<file path="config.mk">
export PLATFORM = sky130hd
export DESIGN_NAME = uart_rx_fifo
export DESIGN_NICKNAME = d
export VERILOG_FILES = /design/src/rtl/uart_rx_fifo.sv
export SDC_FILE = /design/constraint.sdc
export NUM_CORES = 1
export LEC_CHECK = 0
export BUFFER_PORTS_ARGS = -buffer_cell sky130_fd_sc_hd__buf_2
export CAP_MARGIN = 20
export CORE_MARGIN = 2
export CORE_UTILIZATION = 47
export DETAILED_ROUTE_END_ITERATION = 10
export PLACE_DENSITY_LB_ADDON = 0.3
export SLEW_MARGIN = 20
export SYNTH_ARGS = -nofsm -noshare
export SYNTH_HDL_FRONTEND = slang
export SYNTH_SLANG_ARGS = --single-unit
</file>
<file path="constraint.sdc">
create_clock -name clk -period 6.1 [get_ports clk]
set_input_delay 0.305 -clock clk [delete_from_list [all_inputs] [get_ports clk]]
set_output_delay 0.305 -clock clk [all_outputs]
set_load 0.005 [all_outputs]
</file>
<file path="src/rtl/uart_rx_fifo.sv">
// uart_rx_fifo: receive-side character buffer behind the UART receiver.
// Holds {error vector, data} entries in a circular FIFO. A character that
// arrives while the buffer is full is dropped. The drop raises the sticky
// overrun flag and marks the next stored entry's overrun error bit.
module uart_rx_fifo #(
    parameter int DATA_W    = 8,
    parameter int ERR_W     = 3,
    parameter int DEPTH     = 16,
    parameter int ADDR_W    = 4,
    parameter int AFULL_LVL = 12
) (
    input  logic              clk,
    input  logic              rst,
    input  logic              wr_en,
    input  logic [DATA_W-1:0] wr_data,
    input  logic [ERR_W-1:0]  wr_err,
    input  logic              rd_en,
    output logic [DATA_W-1:0] rd_data,
    output logic [ERR_W-1:0]  rd_err,
    output logic              rd_valid,
    output logic              empty,
    output logic              full,
    output logic              almost_full,
    output logic [ADDR_W:0]   count,
    output logic              overrun,
    input  logic              ovr_clr
);

    localparam int CW    = ADDR_W + 1;
    localparam int ENT_W = DATA_W + ERR_W;
    localparam logic [ADDR_W:0] DEPTH_C = CW'(DEPTH);
    localparam logic [ADDR_W:0] AFULL_C = CW'(AFULL_LVL);

    logic [ENT_W-1:0]  mem_q [DEPTH];

    logic [ADDR_W-1:0] wp_q, wp_d;
    logic [ADDR_W-1:0] rp_q, rp_d;
    logic [ADDR_W:0]   count_q, count_d;
    logic              pend_q, pend_d;
    logic              ovr_q, ovr_d;
    logic [DATA_W-1:0] rd_data_q, rd_data_d;
    logic [ERR_W-1:0]  rd_err_q, rd_err_d;
    logic              rd_valid_q, rd_valid_d;
    logic              empty_q, full_q, afull_q;

    logic              rd_acc;
    logic              wr_acc;
    logic              wr_rej;
    logic [ERR_W-1:0]  wr_err_mark;
    logic [ENT_W-1:0]  rd_entry;

    // A full buffer still accepts a write when a read frees a slot in the same cycle.
    assign rd_acc      = rd_en && (count_q != '0);
    assign wr_acc      = wr_en && ((count_q != DEPTH_C) || rd_acc);
    assign wr_rej      = wr_en && !wr_acc;
    // Bit 1 of the error field carries a pending drop into the next stored entry.
    assign wr_err_mark = wr_err | (ERR_W'(pend_q) << 1);
    assign rd_entry    = mem_q[rp_q];

    // Next-state logic for pointers, occupancy, overrun tracking and read port.
    always_comb begin
        wp_d       = wp_q;
        rp_d       = rp_q;
        count_d    = count_q;
        pend_d     = pend_q;
        ovr_d      = ovr_q;
        rd_data_d  = rd_data_q;
        rd_err_d   = rd_err_q;
        rd_valid_d = 1'b0;

        if (wr_acc) begin
            wp_d   = wp_q + ADDR_W'(1);
            pend_d = 1'b0;
        end else if (wr_rej) begin
            pend_d = 1'b1;
        end

        if (rd_acc) begin
            rp_d       = rp_q + ADDR_W'(1);
            rd_data_d  = rd_entry[DATA_W-1:0];
            rd_err_d   = rd_entry[ENT_W-1:DATA_W];
            rd_valid_d = 1'b1;
        end

        case ({wr_acc, rd_acc})
            2'b10:   count_d = count_q + CW'(1);
            2'b01:   count_d = count_q - CW'(1);
            default: count_d = count_q;
        endcase

        // A drop in the same cycle as a clear leaves the flag set.
        if (wr_rej) begin
            ovr_d = 1'b1;
        end else if (ovr_clr) begin
            ovr_d = 1'b0;
        end
    end

    // Control and output registers; status flags are decoded from the next-state count.
    always_ff @(posedge clk or negedge rst) begin
        if (!rst) begin
            wp_q       <= '0;
            rp_q       <= '0;
            count_q    <= '0;
            pend_q     <= 1'b0;
            ovr_q      <= 1'b0;
            rd_data_q  <= '0;
            rd_err_q   <= '0;
            rd_valid_q <= 1'b0;
            empty_q    <= 1'b1;
            full_q     <= 1'b0;
            afull_q    <= 1'b0;
        end else begin
            wp_q       <= wp_d;
            rp_q       <= rp_d;
            count_q    <= count_d;
            pend_q     <= pend_d;
            ovr_q      <= ovr_d;
            rd_data_q  <= rd_data_d;
            rd_err_q   <= rd_err_d;
            rd_valid_q <= rd_valid_d;
            empty_q    <= (count_d == '0);
            full_q     <= (count_d == DEPTH_C);
            afull_q    <= (count_d >= AFULL_C);
        end
    end

    // Storage array; contents are not reset, only the pointers are.
    always_ff @(posedge clk) begin
        if (wr_acc) begin
            mem_q[wp_q] <= {wr_err_mark, wr_data};
        end
    end

    assign rd_data     = rd_data_q;
    assign rd_err      = rd_err_q;
    assign rd_valid    = rd_valid_q;
    assign empty       = empty_q;
    assign full        = full_q;
    assign almost_full = afull_q;
    assign count       = count_q;
    assign overrun     = ovr_q;

endmodule
</file>
==> metrics.md, run 1 <==
| Metric | Value |
|---|---|
| Run status | completed |
| Tcrit/Tclk final | 0.588 |
| Die width | around 140 µm |
| Vias in the first global route | ~4400 |
| RSZ-0062 raised after global routing | no |
| Asr flop ratio synth | 0.146 |
| Pleak | approximately 3.4 nW |
| Reg2reg start | count[1]$_DFF_PN0_ |
| DRC Markers | 0 |
| CTS root buffer | clkbuf_16 |
| Fillers | 1308 |
| Initial antenna violation count | 0 |
| Top_reg_cell synth | edfxtp_1 |
| CTS H-tree depth | 1 |
| Via-to-Cell Ratio | 5.77 |
| Port Buffers | 36 |
| Final ANT Viol Nets | 0 |
| Clock buffer depth | 3 |
| Worst skew pair latency | 0.51 ns |
| Fraction of layout cells with a size suffix above 1 | 0.283 |
| Distinct cells, synth | 44 |
| WP buf/inv | 2 |
| Violation count after the first detailed-route iteration | 346 |
| DRT Wirelength | 17200 µm |
| Total gr overflow | 0 |
| Sequential area share after synthesis | 0.736 |
| EDFF count, synth | 176 |
| Vias post-DR | 4179 |
| Initial Util | 0.478 |
| Largest stage delay on the critical path | ~0.50 ns |
| Max-cap violations | 0 |
| Clock Sinks | 206 |
| Skew final | 0.0187 ns |
| Worst path slowest cell | nor4_4 |
| Num CTS Buffers | 22 |
| Final HPWL DP | 9650 µm |
| Post-synthesis register bit count | 206 |
| Crit path depth | 12 |
| Reg2Reg Setup Slack | 2.51 ns |
| Worst hold stages | 1 |
| Reg2reg end | empty$_DFF_PN1_ |
| R2R cell count | 12 |
| Worst Max-Slew Pin Slew | 0.949 ns |
| TritonCTS clock tree | yes |
| Maximum fanout along the worst path | 13 |
| Pwr Density | 471 nW/µm² |
| Syn. warnings | 0 |
| Crit-path cells | nor4_4 -> nand2b_1 -> nand2_1 -> inv_2 -> nand2_1 -> inv_1 -> ha_1 -> nor2b_1 -> o21a_1 -> or3_1 -> a31oi_1 -> and3_1 |
| # diodes | 0 |
| Die extent in y | 136 µm |
| Post-CTS Resized | 0 |
| CP top delay family | simple AND/OR/NAND/NOR gates |
| Gr usage total | 0.196 |
| WHS | between 0.15 and 0.2 ns |
| Row cnt | 48 |
| CP endpoint kind | flop |
| Setup tns final | 0 ns |
| Largest net degree at the start of global routing | between 40 and 50 |
| P&R area growth vs syn | 15.6% |
| Synthesized cell area | 8210 µm² |
| Final min period | 3.59 ns |
| WHS Endpoint | mem_q[9][8]$_DFFE_PP_ |
| Post-Syn Instances | 428 |
| Core area | 17200 µm² |
| First-pass GRT wire length | 26100 µm |
| Hold Startpoint | wr_err[0] |
| Max-slew violations | 0 |
| Peak supply drop | 263 µV |
| Placer Congestion | 0.833 |
| Nets | 510 |
| Cell repeated most along the worst path | nand2_1 |
| Hold crit path type | primary input to flop |
| Drt pass-1 iters | 5 |
| Net Count, Synth | ~450 |
| Syn_area_per_cell | 19.2 µm² |
| Final setup fails | 0 |
| Worst-path clk slew | ~0.060 ns |
| Startpoint Class | flop |
| Boundary Pins | 37 |
| Drt wl/cell | 23.7 µm |
| Crit path kind | flop to flop |
| Peak Freq | ~280 MHz |
| Max transition margin | 0.367 |
| Hold Vio Cnt, Final | 0 |
| Worst endpoint required time | 6.54 ns |
| Critical path arrival | 4.03 ns |
| Total die area | 18500 µm² |
cells in the mapped netlist (2+ instances only):
cell type / number / area (µm²)
a21o_1: 12 / 90.1
a31oi_1: 2 / 12.5
buf_1: 2 / 7.51
buf_2: 7 / 35.0
clkbuf_1: 13 / 48.8
dfrtp_1: 29 / 726
edfxtp_1: 176 / 5290
ha_1: 8 / 100
inv_1: 8 / 30.0
mux2i_1: 23 / 230
mux4_2: 44 / 991
nand2_1: 20 / 75.1
nand2b_1: 4 / 25.0
nand3_1: 2 / 10.0
nand3b_1: 2 / 15.0
nand4_1: 2 / 12.5
nor2_1: 18 / 67.6
nor3_1: 4 / 20.0
o21ai_0: 7 / 35.0
o22ai_1: 11 / 68.8
or2_2: 2 / 12.5
or4_1: 2 / 15.0
xnor2_1: 7 / 61.3
xor2_1: 3 / 26.3
placed cells by master (no fill, tap or decap), types with 8 or more instances in the layout:
cell type,n
clkbuf_16,22
nand2_1,20
buf_2,36
nor2_1,16
dfrtp_1,27
inv_1,8
mux4_2,44
a21o_1,12
edfxtp_1,176
o22ai_1,11
mux2i_1,23
buf_4,17
ha_1,8
worst reg2reg max path: stages (launching register included):
cell      delay [ns]
dfrtp_1         0.47
nor4_4          0.50
nand2b_1        0.14
nand2_1         0.46
inv_2           0.17
nand2_1         0.15
inv_1           0.09
ha_1            0.34
nor2b_1         0.16
o21a_1          0.21
or3_1           0.31
a31oi_1         0.31
and3_1          0.21
worst max-delay path by stage:
stage	start	to	slack (ns)
3_5_place_dp	count[1]$_DFF_PN0_	full$_DFF_PN0_	2.55
3_3_place_gp	count[1]$_DFF_PN0_	empty$_DFF_PN1_	2.75
5_1_grt	count[1]$_DFF_PN0_	almost_full$_DFF_PN0_	2.29
4_1_cts	count[1]$_DFF_PN0_	full$_DFF_PN0_	2.53
2_1_floorplan	count[1]$_DFF_PN0_	empty$_DFF_PN1_	3.33
6_report	count[1]$_DFF_PN0_	empty$_DFF_PN1_	2.51
registers in the layout, indices dropped and copies added (netlist names), 3 cells and up:
register	cells
rp_q	4
count	5
wp_q	4
mem_q	176
rd_err	3
rd_data	8
per-layer routing:
| metal | global-route usage | wire [µm] | vias to the layer above |
|---|---|---|---|
| met4 | 0.0729 | 532 | 0 |
| li1 | - | - | 1834 |
| met3 | 0.0347 | 1240 | 42 |
| met2 | 0.323 | 8460 | 153 |
| met1 | 0.264 | 6950 | 2150 |
| met5 | 0 | 0 | - |
stage by stage:
| stage | std cells | worst slack [ns] | power (mW) | util | area (µm²) |
|---|---|---|---|---|---|
| 2_1_floorplan | 428 | 3.33 | 2.76 | - | 8210 |
| 6_report | 724 | 2.51 | 4.46 | 0.552 | 9480 |
| 4_1_cts | 724 | 2.53 | 4.51 | 0.552 | 9480 |
| 5_1_grt | 724 | 2.29 | 4.67 | 0.552 | 9480 |
| 3_3_place_gp | 684 | 2.75 | 3.12 | 0.508 | 8730 |
| 3_5_place_dp | 684 | 2.55 | 3.16 | 0.508 | 8730 |
cell families (layout without fill, tap and decap cells):
group	after synthesis	count (layout)	synth area share
compound gates	42	42	0.0363
xor+xnor	10	10	0.0107
fa+ha+maj	9	9	0.0146
buf+inv	31	102	0.0152
flops	206	206	0.736
mux	67	67	0.149
simple gates	63	63	0.0386
power breakdown:
group | internal, mW | switching, mW | total, mW
registers | 1.75 | 0.126 | 1.87
clock network | 0.834 | 0.513 | 1.35
logic | 0.579 | 0.662 | 1.24
total | 3.16 | 1.30 | 4.46
layout make-up:
type                       instances  area (µm²)  share of cell area
tap                              225         282              0.0297
clock inverter                     9         154              0.0162
inverter                           9        33.8             0.00356
multi-input combinational        191        2070               0.218
clock buffer                      29         577              0.0608
sequential                       206        6040               0.637
timing repair buffer              55         328              0.0346
timing repair:
action | 4_1_cts | 5_1_grt
buffers inserted | 0 | 0
endpoints found under the hold margin | 30 | 0
hold buffers | 2 | 0
(Power assumes the default switching activity.)
==> run 2, diff against run 1 <==
==> constraint.sdc (replaced) <==
create_clock -name clk -period 3.6 [get_ports clk]
set_input_delay 0.18 -clock clk [delete_from_list [all_inputs] [get_ports clk]]
set_output_delay 0.18 -clock clk [all_outputs]
set_load 0.005 [all_outputs]
==> run 2 against run 1 <==
Against the previous run:
- routed wire length is 5.6% lower
- total power is 73% higher
- combinational power is 65% higher
- utilization is 0.55 points higher
- sequential power is 74% higher
- clock power is 79% higher
- sequential share of layout area is 0.63 points lower
- clock skew is 0.0035 ns higher
- register-to-register slack worse by 2.0 ns
- hold slack worse by 0.11 ns
- critical path depth stayed put
- count of clock-buffer cells in the layout is 1 lower
- critical endpoint unchanged
- largest cell class unchanged
==> metrics.md, run 2 (synthesis results as in run 1) <==
| Metric | Value |
|---|---|
| Num CTS Buffers | 22 (unchanged) |
| Fraction of layout cells with a size suffix above 1 | 0.294 (was 0.283) |
| Skew final | 0.0221 ns (was 0.0187 ns) |
| Worst path slowest cell | nor4_4 (unchanged) |
| Initial Util | 0.478 (unchanged) |
| Via-to-Cell Ratio | 5.63 (was 5.77) |
| Port Buffers | 36 (unchanged) |
| Worst endpoint required time | 4.04 ns (was 6.54 ns) |
| Max-slew violations | 0 (unchanged) |
| Nets | 515 (was 510) |
| RSZ-0062 raised after global routing | no (unchanged) |
| Overall power | 7.72 mW (was 4.46 mW) |
| CP top delay family | simple AND/OR/NAND/NOR gates (unchanged) |
| Final instance area | 9580 µm² (was 9480 µm²) |
| Post-Place Setup Slack | 0.535 ns (was 2.55 ns) |
| Placer Congestion | 0.904 (was 0.833) |
| Die width | 136 µm (unchanged) |
| Post-CTS Setup Bufs | 0 (unchanged) |
| Final min period | 3.12 ns (was 3.59 ns) |
| Worst skew pair latency | 0.51 ns (about the same) |
| Most common cell after layout, fill and taps aside | edfxtp_1 (unchanged) |
| Max transition margin | 0.510 (was 0.367) |
| Largest net degree at the start of global routing | 31 (was 48) |
| Final ANT Viol Nets | 0 (unchanged) |
| Cell repeated most along the worst path | nand2_1 (unchanged) |
| Clock Sinks | 206 (unchanged) |
| Slack of the critical path | 0.476 ns (was 2.51 ns) |
| Critical path arrival | 3.56 ns (was 4.03 ns) |
| Startpoint Class | flop (unchanged) |
| Tcrit/Tclk final | 0.868 (was 0.588) |
| CP endpoint kind | flop (unchanged) |
| # diodes | 0 (unchanged) |
| Pleak | 3.43 nW (was 3.38 nW) |
| Total gr overflow | 0 (unchanged) |
| Boundary Pins | 37 (unchanged) |
| Clock buffer depth | 3 (unchanged) |
| Post-CTS Resized | 0 (unchanged) |
| Violation count after the first detailed-route iteration | 335 (was 346) |
| DP Area | 8780 µm² (was 8730 µm²) |
| WHS | 0.0490 ns (was 0.162 ns) |
| Final setup fails | 0 (unchanged) |
| Gr usage total | 0.185 (was 0.196) |
| First-pass GRT wire length | 25100 µm (was 26100 µm) |
| Drt pass-1 iters | 4 (was 5) |
| Hold Vio Cnt, Final | 0 (unchanged) |
| Total die area | 18500 µm² (unchanged) |
| P&R area growth vs syn | 16.7% (was 15.6%) |
| Fin cells | 731 (was 724) |
| CTS root buffer | clkbuf_16 (unchanged) |
| DRC Markers | 0 (unchanged) |
| Worst Max-Slew Pin Slew | 0.734 ns (was 0.949 ns) |
| Vias in the first global route | 4413 (was 4351) |
| Cells after DPL | 689 (was 684) |
| WP buf/inv | 2 (unchanged) |
| Commonest cells after routing, fill and taps aside | edfxtp_1, mux4_2, buf_2 (unchanged) |
| Largest stage delay on the critical path | 0.49 ns (was 0.50 ns) |
| Final HPWL DP | 10200 µm (was 9650 µm) |
| Crit-path cells | nor4_4 -> nand2b_1 -> nand2_1 -> inv_2 -> nand2_1 -> inv_1 -> ha_1 -> nor2b_1 -> o21a_1 -> or3_1 -> a31oi_1 -> and3_1 (unchanged) |
| Largest register FFs | 176 (unchanged) |
| DRT Wirelength | 16200 µm (was 17200 µm) |
| Top reg by flops | mem_q (unchanged) |
| Peak supply drop | 503 µV (was 263 µV) |
| Die extent in y | 136 µm (unchanged) |
| Hold crit path type | primary input to flop (unchanged) |
| Run status | completed (unchanged) |
| CTS H-tree depth | 1 (unchanged) |
| Drt wl/cell | 22.2 µm (was 23.7 µm) |
| Final design utilization | 0.558 (was 0.552) |
| Hold Buf Count CTS | 2 (unchanged) |
| Setup tns final | 0 ns (unchanged) |
| Vias post-DR | 4115 (was 4179) |
| Peak Freq | 320 MHz (was 279 MHz) |
| Initial antenna violation count | 0 (unchanged) |
| TritonCTS clock tree | yes (unchanged) |
| Crit path kind | flop to flop (unchanged) |
| Row cnt | 48 (unchanged) |
| Worst-path clk slew | 0.06 ns (about the same) |
| Core area | 17200 µm² (unchanged) |
| Max-cap violations | 0 (unchanged) |
| Pwr Density | 806 nW/µm² (was 471 nW/µm²) |
| Maximum fanout along the worst path | 8 (was 13) |
[run 2: changes by cell type in the layout (fill, tap and decap cells not counted), sizes merged]
cell | before | now
buf | 53 | 58
bufinv | 4 | 5
clkbuf | 29 | 28
clkinv | 5 | 6
clkinvlp | 0 | 1
[run 2: power breakdown]
part           leakage (nW)  internal [mW]  switching [mW]
clock network         0.379           1.51           0.901
logic                  1.10           1.01            1.04
registers              1.95           2.96           0.297
total                  3.43           5.48            2.24
[run 2: final cells by class]
class | instances | area [µm²]
clock buffer | 28 | 583
clock inverter | 12 | 198
fill | 1357 | 7600
inverter | 9 | 33.8
multi-input combinational | 191 | 2060
sequential | 206 | 6040
tap | 225 | 282
timing repair buffer | 60 | 378
[run 2: worst register-to-register path, stage by stage (launching register included)]
cell      delay, ns
dfrtp_1        0.47
nor4_4         0.49
nand2b_1       0.15
nand2_1        0.13
inv_2          0.09
nand2_1        0.11
inv_1          0.09
ha_1           0.34
nor2b_1        0.16
o21a_1         0.20
or3_1          0.32
a31oi_1        0.30
and3_1         0.22
[run 2: final timing paths]
kind / slack [ns] / start / depth (start not counted) / end
worst max-delay path: 0.48 / count[1]$_DFF_PN0_ / 12 / empty$_DFF_PN1_
worst max register to register: 0.48 / count[1]$_DFF_PN0_ / 12 / empty$_DFF_PN1_
min in group asynchronous: 0.27 / rst / 2 / wp_q[3]$_DFFE_PN0P_
worst min-delay path: 0.05 / wr_err[0] / 1 / mem_q[5][8]$_DFFE_PP_
worst min register to register: 0.47 / rd_data[7]$_DFFE_PN0N_ / 1 / rd_data[7]$_DFFE_PN0N_
max in group asynchronous: 2.81 / rst / 2 / rp_q[0]$_DFFE_PN0N_
[run 2: per-layer routing]
metal | wire (µm) | global-route usage | vias up
li1 | - | - | 1836
met1 | 6230 | 0.231 | 2122
met2 | 8570 | 0.335 | 128
met3 | 1010 | 0.0287 | 29
met4 | 400 | 0.0550 | 0
met5 | 0 | 0 | -
==> run 3, diff against run 2 <==
--- a/config.mk
+++ b/config.mk
@@ -7,6 +7,8 @@
 export LEC_CHECK = 0
 export BUFFER_PORTS_ARGS = -buffer_cell sky130_fd_sc_hd__buf_2
 export CAP_MARGIN = 20
+export CELL_PAD_IN_SITES_DETAIL_PLACEMENT = 0
+export CELL_PAD_IN_SITES_GLOBAL_PLACEMENT = 1
 export CORE_MARGIN = 2
 export CORE_UTILIZATION = 47
 export DETAILED_ROUTE_END_ITERATION = 10
==> run 3 against run 2 <==
Against the previous run:
- combinational power barely moved
- cell area fell by 1.5%
- sequential power barely moved
- register-to-register slack improved by 0.08 ns
- hold slack improved by 0.014 ns
- non-clock buffer count fell by 2
- worst setup slack improved by 0.085 ns
- critical endpoint unchanged
- largest power group unchanged
==> metrics.md, run 3 (synthesis results as in run 1) <==
| Metric | Value |
|---|---|
| Most common cell after layout, fill and taps aside | edfxtp_1 (unchanged) |
| Placer Congestion | 0.822 (was 0.904) |
| Highest routed metal layer | met4 (unchanged) |
| DRC Markers | 0 (unchanged) |
| Worst Max-Slew Pin Slew | 0.830 ns (was 0.734 ns) |
| Top reg by flops | mem_q (unchanged) |
| Total gr overflow | 0 (unchanged) |
| Peak supply drop | 446 µV (was 503 µV) |
| Tcrit/Tclk final | 0.844 (was 0.868) |
| Core area | 17200 µm² (unchanged) |
| Worst endpoint required time | 4.03 ns (was 4.04 ns) |
| Drt pass-1 iters | 4 (unchanged) |
| Fillers | 1384 (was 1357) |
| Seq pwr share | 0.444 (was 0.422) |
| Critical path arrival | 3.47 ns (was 3.56 ns) |
| Overall power | 7.28 mW (was 7.72 mW) |
| Largest net degree at the start of global routing | 34 (was 31) |
| Initial Util | 0.478 (unchanged) |
| TritonCTS clock tree | yes (unchanged) |
| Final design utilization | 0.549 (was 0.558) |
| # diodes | 0 (unchanged) |
| Gr usage total | 0.189 (was 0.185) |
| Num CTS Buffers | 22 (unchanged) |
| Max-cap violations | 0 (unchanged) |
| Worst-path clk slew | 0.06 ns (about the same) |
| Routed met2 length | 8320 µm (was 8570 µm) |
| Wire length on met1 | 6810 µm (was 6230 µm) |
| Post-CTS Resized | 0 (unchanged) |
| CTS root buffer | clkbuf_16 (unchanged) |
| CP top delay family | simple AND/OR/NAND/NOR gates (unchanged) |
| Post-Place Setup Slack | 0.607 ns (was 0.535 ns) |
| Via-to-Cell Ratio | 5.75 (was 5.63) |
| Vias post-DR | 4190 (was 4115) |
| Initial antenna violation count | 0 (unchanged) |
| DRT Wirelength | 16500 µm (was 16200 µm) |
| Row cnt | 48 (unchanged) |
| Total die area | 18500 µm² (unchanged) |
| Boundary Pins | 37 (unchanged) |
| Run status | completed (unchanged) |
| Crit-path cells | nor4_4 -> nand2b_1 -> nand2_1 -> inv_2 -> nand2_1 -> inv_1 -> ha_1 -> nor2b_1 -> o21a_1 -> or3_1 -> a31oi_1 -> and3_1 (unchanged) |
| Combinational share of power | 0.278 (was 0.266) |
| Skew final | 0.00665 ns (was 0.0221 ns) |
| Final setup fails | 0 (unchanged) |
| Cell repeated most along the worst path | nand2_1 (unchanged) |
| Max transition margin | 0.447 (was 0.510) |
| Switching power | 2.15 mW (was 2.24 mW) |
| Setup tns final | 0 ns (unchanged) |
| Commonest cells after routing, fill and taps aside | edfxtp_1, mux4_2, buf_2 (unchanged) |
| Pleak | 3.37 nW (was 3.43 nW) |
| Port Buffers | 36 (unchanged) |
| Largest stage delay on the critical path | 0.46 ns (was 0.49 ns) |
| Post-CTS Setup Bufs | 0 (unchanged) |
| P&R area growth vs syn | 15.0% (was 16.7%) |
| Max-slew violations | 0 (unchanged) |
| Hold crit path type | primary input to flop (unchanged) |
| Fraction of layout cells with a size suffix above 1 | 0.280 (was 0.294) |
| Worst path slowest cell | dfrtp_1 (was nor4_4) |
| Worst skew pair latency | 0.49 ns (was 0.51 ns) |
| Die extent in y | 136 µm (unchanged) |
| Hold Buf Count CTS | 2 (unchanged) |
| Drt wl/cell | 22.7 µm (was 22.2 µm) |
| Slack of the critical path | 0.561 ns (was 0.476 ns) |
| Final min period | 3.04 ns (was 3.12 ns) |
| Peak Freq | 329 MHz (was 320 MHz) |
| Metal3 WL | 1060 µm (was 1010 µm) |
| Maximum fanout along the worst path | 8 (unchanged) |
| Final ANT Viol Nets | 0 (unchanged) |
| WP buf/inv | 2 (unchanged) |
| Startpoint Class | flop (unchanged) |
| Die width | 136 µm (unchanged) |
| Internal power | 5.14 mW (was 5.48 mW) |
| Vias in the first global route | 4290 (was 4413) |
| Pwr Density | 772 nW/µm² (was 806 nW/µm²) |
| Final HPWL DP | 10400 µm (was 10200 µm) |
| Clock Sinks | 206 (unchanged) |
| CP endpoint kind | flop (unchanged) |
| First-pass GRT wire length | 25600 µm (was 25100 µm) |
| RSZ-0062 raised after global routing | no (unchanged) |
| CTS H-tree depth | 1 (unchanged) |
| Clock buffer depth | 3 (unchanged) |
| Largest register FFs | 176 (unchanged) |
| Clk pwr share | 0.278 (was 0.312) |
| Violation count after the first detailed-route iteration | 244 (was 335) |
| Crit path kind | flop to flop (unchanged) |
| Nets | 513 (was 515) |
| Hold Vio Cnt, Final | 0 (unchanged) |
| Switching part of the total | 0.295 (was 0.290) |
run 3: power groups by stage:
| stage | registers [mW] | clock network, mW | logic, mW |
|---|---|---|---|
| 2_1_floorplan | 3.14 | 0 | 1.55 |
| 3_5_place_dp | 3.29 | 0 | 2.05 |
| 3_3_place_gp | 3.26 | 0 | 2.02 |
| 6_report | 3.23 | 2.02 | 2.02 |
| 5_1_grt | 3.29 | 2.16 | 2.22 |
| 4_1_cts | 3.24 | 2.06 | 2.06 |
run 3: area by class of cell:
cell class	count	area [µm²]	share of cell area
multi-input combinational	191	2060	0.219
clock inverter	12	50.0	0.00530
clock buffer	28	604	0.0640
tap	225	282	0.0298
inverter	9	33.8	0.00358
timing repair buffer	58	363	0.0385
sequential	206	6040	0.640
run 3: path summary, 6_finish.rpt:
kind	startpoint	to	slack, ns	cells past startpoint
max	count[1]$_DFF_PN0_	empty$_DFF_PN1_	0.56	12
min	wr_data[0]	mem_q[10][0]$_DFFE_PP_	0.06	1
max reg2reg	count[1]$_DFF_PN0_	empty$_DFF_PN1_	0.56	12
min reg2reg	rd_err[1]$_DFFE_PN0N_	rd_err[1]$_DFFE_PN0N_	0.47	1
max in group asynchronous	rst	rp_q[2]$_DFFE_PN0N_	2.70	2
min in group asynchronous	rst	pend_q$_DFFE_PN0P_	0.33	2
run 3: per-stage QoR:
stage / cell area [µm²] / std cells / hold slack (ns)
final: 9440 / 729 / 0.0633
after global routing: 9440 / 729 / 0.0664
after CTS: 9440 / 729 / 0.0509
after detailed placement: 8760 / 687 / 0.326
after global placement: 8760 / 687 / 0.320
after floorplan: 8210 / 428 / -0.116
run 3: routing by layer:
layer / up-vias / GRT usage
li1: 1828 / -
met1: 2192 / 0.259
met2: 142 / 0.315
met3: 28 / 0.0369
met4: 0 / 0.0492
met5: - / 0
